`src/rtl/fht_frame_sched_pkg.sv`:
```
// Shared FHT frame-scheduler definitions: default address width, error-flag
// bit positions and the scheduler FSM state type.
package fht_frame_sched_pkg;

  localparam int unsigned FHT_A_BIT_DEF = 9;

  localparam int unsigned ERR_FRAME_LEN = 0;
  localparam int unsigned ERR_FHT_TOUT  = 1;

  typedef enum logic [2:0] {
    ST_IDLE,
    ST_LOAD,
    ST_START,
    ST_WAIT_LO,
    ST_RUN,
    ST_UNLOAD
  } fht_sched_state_e;

endpackage

```
`src/rtl/fht_frame_sched_rd_stage.sv`:
```
// Result read-out stage: issues reads to the 1-cycle-latency result memory and
// presents each sample with a valid/ready handshake, flagging the final one.
module fht_rd_stage
  import fht_frame_sched_pkg::*;
#(
  parameter int unsigned A_BIT = FHT_A_BIT_DEF
) (
  input  logic             clk,
  input  logic             rst_n,
  input  logic             en,
  input  logic             out_ready,
  output logic             rd_en,
  output logic [A_BIT-1:0] rd_addr,
  output logic             out_valid,
  output logic             out_last,
  output logic             last_hs
);

  localparam logic [A_BIT-1:0] LAST_ADDR = '1;

  logic [A_BIT-1:0] rd_cnt;
  logic             rd_done;

  // A new read refills the output register whenever it is empty or being drained.
  assign rd_en   = en & ~rd_done & (~out_valid | out_ready);
  assign rd_addr = rd_cnt;
  assign last_hs = out_valid & out_last & out_ready;

  always_ff @(posedge clk) begin
    if (!rst_n) begin
      rd_cnt    <= '0;
      rd_done   <= 1'b0;
      out_valid <= 1'b0;
      out_last  <= 1'b0;
    end else if (!en) begin
      rd_cnt    <= '0;
      rd_done   <= 1'b0;
      out_valid <= 1'b0;
      out_last  <= 1'b0;
    end else if (rd_en) begin
      rd_cnt    <= rd_cnt + A_BIT'(1);
      out_valid <= 1'b1;
      out_last  <= (rd_cnt == LAST_ADDR);
      if (rd_cnt == LAST_ADDR) begin
        rd_done <= 1'b1;
      end
    end else if (out_ready) begin
      out_valid <= 1'b0;
      out_last  <= 1'b0;
    end
  end

endmodule

```
`src/rtl/fht_frame_sched.sv`:
```
// Frame scheduler around fht_control: loads one N-point frame, starts the
// transform, waits for completion and streams the results out.
module fht_frame_sched
  import fht_frame_sched_pkg::*;
#(
  parameter int unsigned A_BIT    = FHT_A_BIT_DEF,
  parameter int unsigned FHT_TOUT = 65535
) (
  input  logic             iCLK,
  input  logic             iRESET,
  input  logic             iIN_VALID,
  input  logic             iIN_LAST,
  output logic             oIN_READY,
  output logic             oLOAD_WE,
  output logic [A_BIT-1:0] oLOAD_ADDR,
  output logic             oFHT_START,
  input  logic             iFHT_RDY,
  output logic             oRD_EN,
  output logic [A_BIT-1:0] oRD_ADDR,
  output logic             oOUT_VALID,
  output logic             oOUT_LAST,
  input  logic             iOUT_READY,
  output logic             oBUSY,
  output logic [1:0]       oERR
);

  localparam int unsigned      TW        = $clog2(FHT_TOUT + 1);
  localparam logic [A_BIT-1:0] LAST_ADDR = '1;
  localparam logic [TW-1:0]    TOUT_LAST = TW'(FHT_TOUT - 1);

  fht_sched_state_e state, state_next;
  logic [A_BIT-1:0] load_cnt, load_cnt_next;
  logic [TW-1:0]    tout_cnt, tout_cnt_next;
  logic [1:0]       err, err_next;
  logic             in_ready, in_hs, fht_start, rd_active, last_hs;

  always_ff @(posedge iCLK) begin
    if (!iRESET) begin
      state    <= ST_IDLE;
      load_cnt <= '0;
      tout_cnt <= '0;
      err      <= '0;
    end else begin
      state    <= state_next;
      load_cnt <= load_cnt_next;
      tout_cnt <= tout_cnt_next;
      err      <= err_next;
    end
  end

  always_comb begin
    state_next    = state;
    load_cnt_next = load_cnt;
    tout_cnt_next = tout_cnt;
    err_next      = err;
    in_ready      = 1'b0;
    in_hs         = 1'b0;
    fht_start     = 1'b0;
    rd_active     = 1'b0;
    unique case (state)
      ST_IDLE: begin
        if (iIN_VALID) state_next = ST_LOAD;
      end
      ST_LOAD: begin
        in_ready = 1'b1;
        in_hs    = iIN_VALID;
        if (iIN_VALID) begin
          // A full frame always proceeds; a short one is dropped and loading restarts.
          if (load_cnt == LAST_ADDR) begin
            load_cnt_next = '0;
            state_next    = ST_START;
            if (!iIN_LAST) err_next[ERR_FRAME_LEN] = 1'b1;
          end else if (iIN_LAST) begin
            load_cnt_next           = '0;
            err_next[ERR_FRAME_LEN] = 1'b1;
          end else begin
            load_cnt_next = load_cnt + A_BIT'(1);
          end
        end
      end
      ST_START: begin
        fht_start     = 1'b1;
        tout_cnt_next = '0;
        state_next    = ST_WAIT_LO;
      end
      ST_WAIT_LO: begin
        if (!iFHT_RDY) begin
          state_next = ST_RUN;
        end else if (tout_cnt == TOUT_LAST) begin
          err_next[ERR_FHT_TOUT] = 1'b1;
          state_next             = ST_IDLE;
        end else begin
          tout_cnt_next = tout_cnt + TW'(1);
        end
      end
      ST_RUN: begin
        if (iFHT_RDY) state_next = ST_UNLOAD;
      end
      ST_UNLOAD: begin
        rd_active = 1'b1;
        if (last_hs) state_next = ST_IDLE;
      end
      default: state_next = ST_IDLE;
    endcase
  end

  fht_rd_stage #(
    .A_BIT(A_BIT)
  ) u_rd_stage (
    .clk      (iCLK),
    .rst_n    (iRESET),
    .en       (rd_active),
    .out_ready(iOUT_READY),
    .rd_en    (oRD_EN),
    .rd_addr  (oRD_ADDR),
    .out_valid(oOUT_VALID),
    .out_last (oOUT_LAST),
    .last_hs  (last_hs)
  );

  assign oIN_READY  = in_ready;
  assign oLOAD_WE   = in_hs;
  assign oLOAD_ADDR = load_cnt;
  assign oFHT_START = fht_start;
  assign oBUSY      = (state != ST_IDLE);
  assign oERR       = err;

endmodule

```
`config.mk`:
```
export PLATFORM = sky130hd
export DESIGN_NAME = fht_frame_sched
export DESIGN_NICKNAME = d
export VERILOG_FILES = /design/src/rtl/fht_frame_sched_pkg.sv /design/src/rtl/fht_frame_sched_rd_stage.sv /design/src/rtl/fht_frame_sched.sv
export SDC_FILE = /design/constraint.sdc
export NUM_CORES = 1
export LEC_CHECK = 0
export BUFFER_PORTS_ARGS = -buffer_cell sky130_fd_sc_hd__buf_2
export CORE_MARGIN = 2
export CORE_UTILIZATION = 56
export DETAILED_ROUTE_END_ITERATION = 10
export PLACE_DENSITY = 0.88
export SLEW_MARGIN = 20
export SYNTH_ARGS = -nofsm -noshare
export SYNTH_HDL_FRONTEND = slang
export SYNTH_HIERARCHICAL = 1
export SYNTH_SLANG_ARGS = --single-unit
```
`constraint.sdc`:
```
create_clock -name iCLK -period 2.2 [get_ports iCLK]
set_input_delay 0.22 -clock iCLK [delete_from_list [all_inputs] [get_ports iCLK]]
set_output_delay 0.22 -clock iCLK [all_outputs]
set_load 0.005 [all_outputs]
```
==> results.sh <==
export IMPL_status="completed"
export IMPL_cts_tree="done"
export IMPL_die_area_sq_um=4390
export IMPL_cts_setup_buffers=0
export IMPL_grt_pass1_wl_um=7500
export IMPL_num_fill_cells=317
export IMPL_yosysWarnings=6
export IMPL_setup_viol=0
export IMPL_row_count=22
export IMPL_clockBufferDepth=2
export IMPL_fp_dieW_um=66.2
export IMPL_min_path_type="input port to flop"
export IMPL_drt_first_pass_iters=4
export IMPL_crit_path_end_kind="flop"
export IMPL_io_buffers=32
export IMPL_clock_latency_ns=0.30
export IMPL_ys_seq_area_share_pct=38.8
export IMPL_gr_total_overflow=0
export IMPL_min_period_ns=1.99
export IMPL_cts_buffers_inserted=5
export IMPL_critPathKind="flop to flop"
export IMPL_final_layout_size_suffix_gt1_share_pct=21.2
export IMPL_avgRoutedWirePerCell_um=13.4
export IMPL_syn_inst=246
export IMPL_final_hold_viol_count=0
export IMPL_grtUsageTotal_pct=21.9
export IMPL_synthArstFlopShare_pct=0
export IMPL_drc=0
export IMPL_synth_distinct_cells=46
export IMPL_cp_data_required_time_ns=2.42
export IMPL_antenna_found_initial=0
export IMPL_grt_use_met3_pct=5.28
export IMPL_tightest_slew_ns=0.452
export IMPL_holdBufCountCts=0
export IMPL_fin_cells=326
export IMPL_finalCritPeriodShare_pct=90.6
export IMPL_fin_ws_ns=0.206
export IMPL_root_buffer="clkbuf_8"
export IMPL_avgSynthCellArea_sq_um=8.82
export IMPL_post_cts_resized=0
export IMPL_hold_end="u_rd_stage/out_last"
export IMPL_routed_wl_um=4350
export IMPL_p_per_area_nw_per_um2=576
export IMPL_placed_cell_area_sq_um=2350
export IMPL_drv_slew=0
export IMPL_met2_usage_pct=35.3
export IMPL_nets=289
export IMPL_start_util_pct=58.8
export IMPL_rr_worst_depth=4
export IMPL_power_leakage_uw=0.000945
export IMPL_ys_ff_latch=42
export IMPL_cp_max_fo=12
export IMPL_arrival_ns=2.21
export IMPL_first_iter_violations=138
export IMPL_final_area_sq_um=2460
export IMPL_pin_count=33
export IMPL_max_cap_viol_count=0
export IMPL_synthToLayoutAreaGrowth_pct=13.3
export IMPL_cts_clk_slew_worst_paths_ns=0.09
export IMPL_drtAntennaViolNets=0
export IMPL_cts_sinks=42
export IMPL_totalPowerFinal_uw=1420
export IMPL_synth_edf_count=0
export IMPL_top_usage_layer="met2"
export IMPL_grt_pass1_vias=1679
export IMPL_syn_cell_area_sq_um=2170
export IMPL_globalplace_congestion=0.799
export IMPL_met1_usage_pct=29.2
export IMPL_routed_via_density=5.80
export IMPL_cts_max_level=2
export IMPL_relSlewSlack_pct=69.9
export IMPL_worstHoldStart="iOUT_READY"
export IMPL_die_h_um=66.2
export IMPL_coreArea_sq_um=3690
export IMPL_crit_path_start_kind="flop"
export IMPL_finClkSkew_ns=0.00982
export IMPL_placed_cells=318
export IMPL_dp_hpwl_um=3040
export IMPL_reg2reg_slack_ns=0.21
export IMPL_max_vdd_ir_drop_mv=0.418
export IMPL_n_antenna_cell=0
export IMPL_synth_nets=258
export IMPL_yosys_most_used_dff="dfxtp_1"
export IMPL_tns_ns=0
export IMPL_fmax_mhz=502
export IMPL_r2r_start="state[2]"
export IMPL_grt_max_degree=20
export IMPL_vias=1892
export IMPL_r2r_end="tout_cnt[6]"
export IMPL_worstHoldPathCells=4
export IMPL_pre_cts_ws_ns=0.250
export IMPL_rsz0062_at_grt="no"
-- Yosys cell counts, types with 2 or more instances --
| library cell | number | area [sq um] |
|---|---|---|
| buf_6 | 2 | 22.5 |
| clkbuf_1 | 4 | 15.0 |
| nand3b_1 | 2 | 15.0 |
| or2_2 | 4 | 25.0 |
| nor4b_1 | 2 | 17.5 |
| mux2i_1 | 10 | 100 |
| o31ai_1 | 7 | 52.6 |
| dfxtp_1 | 42 | 841 |
| nor2b_1 | 4 | 25.0 |
| nand2_1 | 16 | 60.1 |
| or4_1 | 8 | 60.1 |
| o21ai_0 | 8 | 40.0 |
| o41ai_1 | 2 | 17.5 |
| or3_1 | 8 | 50.1 |
| inv_1 | 7 | 26.3 |
| and4_1 | 4 | 35.0 |
| nor2_1 | 16 | 60.1 |
| nor4_2 | 3 | 37.5 |
| nand3_1 | 18 | 90.1 |
| xor2_1 | 7 | 61.3 |
| nand2b_1 | 3 | 18.8 |
| o221a_2 | 2 | 22.5 |
| a21oi_1 | 23 | 115 |
| o21a_1 | 2 | 15.0 |
| nor4_1 | 2 | 12.5 |
| ha_1 | 6 | 75.1 |
| buf_4 | 2 | 15.0 |
| nor3b_1 | 2 | 15.0 |
| and3_1 | 3 | 18.8 |
| buf_2 | 5 | 25.0 |
| nand4_1 | 7 | 43.8 |
-- final cells by class --
| class | count | area, sq um | area share (%) |
|---|---|---|---|
| clock buffer | 5 | 68.8 | 2.80 |
| clock inverter | 3 | 40.0 | 1.63 |
| inverter | 7 | 26.3 | 1.07 |
| multi-input combinational | 184 | 1220 | 49.8 |
| sequential | 42 | 841 | 34.2 |
| tap | 48 | 60.1 | 2.44 |
| timing repair buffer | 37 | 198 | 8.04 |
-- worst max-delay path by stage --
stage,start,end,slack [ns],cells past startpoint
after floorplan,oLOAD_ADDR[2],state[0],0.46,7
after global placement,state[2],tout_cnt[6],0.31,4
after detailed placement,state[2],tout_cnt[6],0.25,4
after CTS,state[2],tout_cnt[6],0.23,4
after global routing,state[2],tout_cnt[6],0.01,4
final,state[2],tout_cnt[6],0.21,4
-- state kept, by name, indices dropped and copies added, names as in the netlist --
name and cells:
tout_cnt 16, oLOAD_ADDR 9, u_rd_stage/rd_done 1, u_rd_stage/out_last 1
state 3, oERR 2, u_rd_stage/out_valid 1, u_rd_stage/rd_addr 9
-- power breakdown --
part | total (uW) | internal [uW] | switching (uW)
registers | 766 | 763 | 2.80
logic | 50.6 | 20.2 | 30.4
clock network | 599 | 334 | 265
-- cells in the final DEF (no fill, tap or decap), drive strengths merged, types with 6 or more instances in the layout --
cell type  netlist  layout
a21oi           23      23
buf              9      37
dfxtp           42      42
ha               6       6
inv              7       7
mux2i           10      10
nand2           16      16
nand3           18      18
nand4            8       8
nor2            16      16
nor4             6       6
o21ai            8       8
o31ai            7       7
or3              8       8
or4              8       8
xor2             7       7
-- routing by layer --
layer / routed length, um / share of wire, % / vias up
met5: 0 / 0 / -
met1: 2120 / 49 / 879
met2: 2030 / 47 / 37
li1: - / - / 972
met4: 36 / 0.83 / 0
met3: 170 / 3.9 / 4
-- cell families after synthesis --
| kind of cell | count (synthesis) | synth area share, % |
|---|---|---|
| XOR/XNOR | 8 | 3.23 |
| AND/OR/NAND/NOR | 111 | 31.1 |
| AO/OA/AOI/OAI | 49 | 14.0 |
| flip-flops | 42 | 38.8 |
| multiplexers | 10 | 4.61 |
| adder cells (fa/ha/maj) | 6 | 3.46 |
| buffers and inverters | 20 | 4.79 |
-- through the flow --
| stage | hold slack [ns] | utilization [%] |
|---|---|---|
| floorplan | 0.384 | - |
| global placement | 0.460 | 63.7 |
| finish | 0.268 | 66.7 |
| CTS | 0.251 | 66.7 |
| global route | 0.312 | 66.7 |
| detailed placement | 0.459 | 63.7 |
-- critical path, cell delays in order, from the launching register on --
cell and delay, ns:
dfxtp_1 0.41, and4b_1 0.43, nand4_1 0.36, or4_1 0.57, a21oi_1 0.14
No activity file was read; power rests on OpenSTA's default activity.
